### src/rtl/fetch_pkg.sv
// rtl/fetch_pkg.sv - shared types and sizes for the fetch sequencer
package fetch_pkg;

   localparam int PC_W      = 16;
   localparam int INST_W    = 16;
   localparam int BUF_DEPTH = 2;

   typedef enum logic [1:0] {
      IDLE = 2'd0,
      RUN  = 2'd1,
      HALT = 2'd2
   } fetch_state_t;

endpackage

### src/rtl/fetch_buf.sv
// rtl/fetch_buf.sv - two-entry {pc, instr} prefetch FIFO with flush
module fetch_buf
   import fetch_pkg::*;
(
   input  logic              clk,
   input  logic              rst_n,
   input  logic              push,
   input  logic [PC_W-1:0]   push_pc,
   input  logic [INST_W-1:0] push_data,
   input  logic              pop,
   input  logic              flush,
   output logic [1:0]        count,
   output logic [PC_W-1:0]   head_pc,
   output logic [INST_W-1:0] head_data
);

   logic [PC_W-1:0]   pc0, pc1;
   logic [INST_W-1:0] d0, d1;
   logic [1:0]        cnt;
   logic              pop_eff;
   logic [1:0]        slot;
   logic [1:0]        cnt_nxt;

   // Pop only removes a real entry; the push slot is computed after the pop shifts the queue.
   always_comb begin
      pop_eff = pop && (cnt != 2'd0);
      slot    = cnt - {1'b0, pop_eff};
      cnt_nxt = cnt + {1'b0, push} - {1'b0, pop_eff};
   end

   // Entry 0 is always the head; a pop shifts entry 1 down, a push fills the first free slot.
   always_ff @(posedge clk) begin
      if (!rst_n || flush) begin
         cnt <= 2'd0;
         pc0 <= '0;
         pc1 <= '0;
         d0  <= '0;
         d1  <= '0;
      end else begin
         if (pop_eff) begin
            pc0 <= pc1;
            d0  <= d1;
         end
         if (push) begin
            if (slot == 2'd0) begin
               pc0 <= push_pc;
               d0  <= push_data;
            end else begin
               pc1 <= push_pc;
               d1  <= push_data;
            end
         end
         cnt <= cnt_nxt;
      end
   end

   assign count     = cnt;
   assign head_pc   = pc0;
   assign head_data = d0;

endmodule

### src/rtl/fetch_ctrl.sv
// rtl/fetch_ctrl.sv - PC, fetch FSM and optional bound check (FETCH_BOUND_CHECK_EN)
module fetch_ctrl
   import fetch_pkg::*;
#(
   parameter logic [PC_W-1:0] RESET_PC   = 16'h0000,
   parameter int              IMEM_DEPTH = 16
) (
   input  logic              clk,
   input  logic              rst_n,
   input  logic              start,
   output logic [PC_W-1:0]   imem_addr,
   input  logic [INST_W-1:0] imem_data,
   output logic              inst_valid,
   input  logic              inst_ready,
   output logic [INST_W-1:0] inst_data,
   output logic [PC_W-1:0]   inst_pc,
   input  logic              redirect_valid,
   input  logic [PC_W-1:0]   redirect_pc,
   output logic              busy,
   output logic              fetch_fault
);

   fetch_state_t    state, state_nxt;
   logic [PC_W-1:0] pc;
   logic [1:0]      buf_count;
   logic            pop;
   logic            space;
   logic            fetch;
   logic            fault_cond;

`ifdef FETCH_BOUND_CHECK_EN
   localparam logic [PC_W:0] DEPTH_X = (PC_W+1)'(IMEM_DEPTH);
   assign fault_cond  = (state == RUN) && ({1'b0, pc} >= DEPTH_X);
   assign fetch_fault = (state == HALT);
`else
   logic unused_depth;
   assign unused_depth = (IMEM_DEPTH != 0);
   assign fault_cond   = 1'b0;
   assign fetch_fault  = 1'b0;
`endif

   assign pop   = inst_valid && inst_ready;
   assign space = (buf_count < 2'(BUF_DEPTH)) || pop;

   // State register.
   always_ff @(posedge clk) begin
      if (!rst_n) state <= IDLE;
      else        state <= state_nxt;
   end

   // Next state and fetch decision; a redirect always wins over fetch and fault.
   always_comb begin
      state_nxt = state;
      fetch     = 1'b0;
      case (state)
         IDLE: if (start) state_nxt = RUN;
         RUN: begin
            if (!redirect_valid) begin
               if (fault_cond) state_nxt = HALT;
               else            fetch     = space;
            end
         end
         HALT: if (redirect_valid) state_nxt = RUN;
         default: state_nxt = IDLE;
      endcase
   end

   // Program counter: redirect loads the target in any state, fetch advances with 16-bit wrap.
   always_ff @(posedge clk) begin
      if (!rst_n)              pc <= RESET_PC;
      else if (redirect_valid) pc <= redirect_pc;
      else if (fetch)          pc <= pc + 16'd1;
   end

   fetch_buf u_buf (
      .clk       (clk),
      .rst_n     (rst_n),
      .push      (fetch),
      .push_pc   (pc),
      .push_data (imem_data),
      .pop       (pop),
      .flush     (redirect_valid),
      .count     (buf_count),
      .head_pc   (inst_pc),
      .head_data (inst_data)
   );

   assign imem_addr  = pc;
   assign inst_valid = (buf_count != 2'd0);
   assign busy       = (state == RUN);

endmodule

### config.mk
export PLATFORM = sky130hd
export DESIGN_NAME = fetch_ctrl
export DESIGN_NICKNAME = d
export VERILOG_FILES = /design/src/rtl/fetch_pkg.sv /design/src/rtl/fetch_buf.sv /design/src/rtl/fetch_ctrl.sv
export SDC_FILE = /design/constraint.sdc
export NUM_CORES = 1
export LEC_CHECK = 0
export CORE_UTILIZATION = 40
export CTS_CLUSTER_DIAMETER = 100
export CTS_CLUSTER_SIZE = 28
export DETAILED_ROUTE_END_ITERATION = 6
export PLACE_DENSITY_LB_ADDON = 0.25
export SLEW_MARGIN = 10
export SYNTH_ARGS = -nofsm -noshare
export SYNTH_HDL_FRONTEND = slang
export SYNTH_HIERARCHICAL = 1
export SYNTH_SLANG_ARGS = --single-unit
### constraint.sdc
create_clock -name clk -period 2.1 [get_ports clk]
set_input_delay 0.63 -clock clk [delete_from_list [all_inputs] [get_ports clk]]
set_output_delay 0.63 -clock clk [all_outputs]
set_load 0.01 [all_outputs]
==> impl_metrics.ini, run 1 <==
[critical_path]
path_buf_inv = 1
slowest_stage = clkdlybuf4s50_1
crit_path_start_kind = flip-flop
reg2reg_slack_ps = 140
crit_fanout = 7
cp_top_family = buffers and inverters
crit_arrival_ps = 1400
cp-end-kind = output port
slowest_delay_ps = 590
path_class = reg -> out
required_ps = 1470
cp_cell_sequence = clkdlybuf4s50_1

[logic_synthesis]
synth_cell_types = 53
synth-async-reset-ratio_pct = 0
ys_warn_count = 6
synth-simple-area-share_pct = 21.0
yosysSeqAreaShare_pct = 41.0
muxShareOfSynthArea_pct = 7.91
synth_top_area_share_pct = 41.0
synth_top_family_by_area = compound AO/OA/AOI/OAI gates
synth_cells = 456
synthXorXnorAreaFrac_pct = 1.08
yosys-top-cells-area = dfxtp_1 41%, nand2_1 12%, a31oi_2 9.3%, mux2i_1 7.9%, o31ai_1 6.5%
synth_seq_cells = 83
synth_top_area_cell = dfxtp_1
synth_nets = 495
synth_commonest_cells = 134 x nand2_1, 83 x dfxtp_1, 35 x o31ai_1
syn_area_per_cell_um2 = 8.88
synth_compound_area_share_pct = 22.0
synth_edf_count = 0
ys.flop_type = dfxtp_1
yosys.cell_count.top_type = nand2_1
syn_area_mm2 = 0.00405
synth-adder-area-share_pct = 0.618

[timing]
hold_violations = 0
finalCritPeriodShare_pct = 96.7
grt_setup_unrepaired = false
fin_crit_ps = 2030
slew_violations = 0
skew_ps = 12.1
timing.fmax_ghz = 0.492
setup_violations = 0
postLayoutSetupSlackWorst_ps = 68.3

[clock_tree]
cts_setup_buffers = 0
cts-root-buf = clkbuf_8
cts_sinks = 83
cts_tree = done
numCtsBuffers = 9
clock_path_buffers = 2
cts.clk_slew.worst_paths_ps = 80
clock_latency_ps = 350
cts_max_level = 3

[die]
ios = 88
die_area_mm2 = 0.0105
fp.dieH_um = 103
fp.coreArea_mm2 = 0.00977
start_util_pct = 41.4
die_w_um = 103
rows = 36

[cells_and_area]
area_growth_pct = 33.0
n_antenna_cell = 0
design_area_mm2 = 0.00539
multi_input_area_mm2 = 0.00216
nNetsFinal = 587
drive_gt1_share_pct = 19.3
ff_latch_area_mm2 = 0.00167
fillers = 893

[detailed_routing]
dr.pass1.iters = 4
postRouteAntennaNets = 0
routed_wirelength_mm = 9.88
via_per_inst = 5.21
drcViolationCount = 0
wl_per_cell_um = 14.4
drt_iter0_markers = 117
via_count = 3577

[place]
postPlaceCellArea_mm2 = 0.00517
hpwl_mm = 7.05
gp_congestion = 0.800
dp_worst_setup_slack_ps = -347
io_buffers = 86

[hold_path]
worstHoldPathType = reg -> reg

[global_routing]
grt_max_degree = 41
grt_pass1_wl_mm = 16.3
grt_pass1_vias = 3482
grt_overflow_total = 0
grt_usage_pct = 19.8
antenna_found_initial = 0

[outcome]
status = finished clean

[power_and_ir_drop]
irDropWorstVdd_mv = 0.339
p_per_area_mw_per_mm2 = 602
p_leak_uw = 0.00171

[flow_run]
maxCapViolCount = 0
## cell usage in the layout (no fill, tap or decap), drive strengths merged, types with 4 or more instances in the layout
| cell | instances |
|---|---|
| nor2 | 7 |
| clkdlybuf4s50 | 85 |
| clkbuf | 12 |
| nand4 | 5 |
| nand3 | 6 |
| buf | 34 |
| dfxtp | 83 |
| o31ai | 35 |
| nand2b | 4 |
| inv | 4 |
| o21ai | 15 |
| mux2i | 32 |
| a21oi | 5 |
| a31oi | 37 |
| nor2b | 4 |
| nand2 | 134 |
## stage by stage
step	utilization, %	power (uW)	hold WS, ps	setup TNS (ps)	instances
2_1_floorplan	-	1910	435	0	456
3_3_place_gp	52.9	2130	442	-17250	670
3_5_place_dp	52.9	2130	446	-20670	670
4_1_cts	54.9	3270	463	0	686
5_1_grt	55.1	3390	476	0	686
6_report	55.1	3250	462	0	686
## worst paths after layout
path | start | to | cells past startpoint
worst min-delay path | u_buf/d1[8]$_SDFFE_PP0P_ | u_buf/d1[8]$_SDFFE_PP0P_ | 2
worst min register to register | u_buf/d1[8]$_SDFFE_PP0P_ | u_buf/d1[8]$_SDFFE_PP0P_ | 2
worst max register to register | u_buf/count[0]$_SDFF_PP0_ | u_buf/count[1]$_SDFF_PP0_ | 7
worst max-delay path | imem_addr[4]$_SDFFE_PN0P_ | imem_addr[4] | 1
## report_power, final
part	total, uW	internal (uW)	switching [uW]
clock	1150	582	567
sequential	1680	1620	59.3
combinational	420	223	197
total	3250	2420	824
## flip-flops by register name, indices dropped and copies added (netlist names)
name,count
imem_addr,16
u_buf/d1,16
u_buf/head_data,16
u_buf/head_pc,16
u_buf/pc1,16
u_buf/count,2
state,1
## cell families after synthesis
logic type,Yosys count
buffers and inverters,44
adders and majority gates,2
muxes,32
and+or+nand+nor,184
DFF,83
other,1
AOI/OAI and AO/OA,105
xor gates and xnor gates,5
## area by class of cell
type,count,share of cell area (%)
Clock inverter,4,0.929
Inverter,5,0.348
Timing Repair Buffer,120,21.8
Tap cell,133,3.09
Sequential cell,83,31.0
Multi-Input combinational cell,329,40.1
Clock buffer,12,2.69
## metal layers
| layer | share of wire, % | vias to the layer above | GRT usage [%] |
|---|---|---|---|
| met2 | 47 | 83 | 32.9 |
| met4 | 0.83 | 0 | 8.79 |
| met1 | 47 | 1697 | 25.2 |
| met3 | 4.5 | 4 | 3.39 |
| met5 | 0 | - | 0 |
| li1 | - | 1793 | - |
## timing repair
item / CTS / global route
hold buffers: 0 / 0
resized for setup: 2 / 10
endpoints found under the setup margin: 2 / 30
Power figures use the tool's default switching activity.
==> run 2: changes to the inputs <==
SLEW_MARGIN = 20   (was 10)
==> results of run 2 <==
Same layout as run 1: the final DEF is identical, and so are final timing and power.
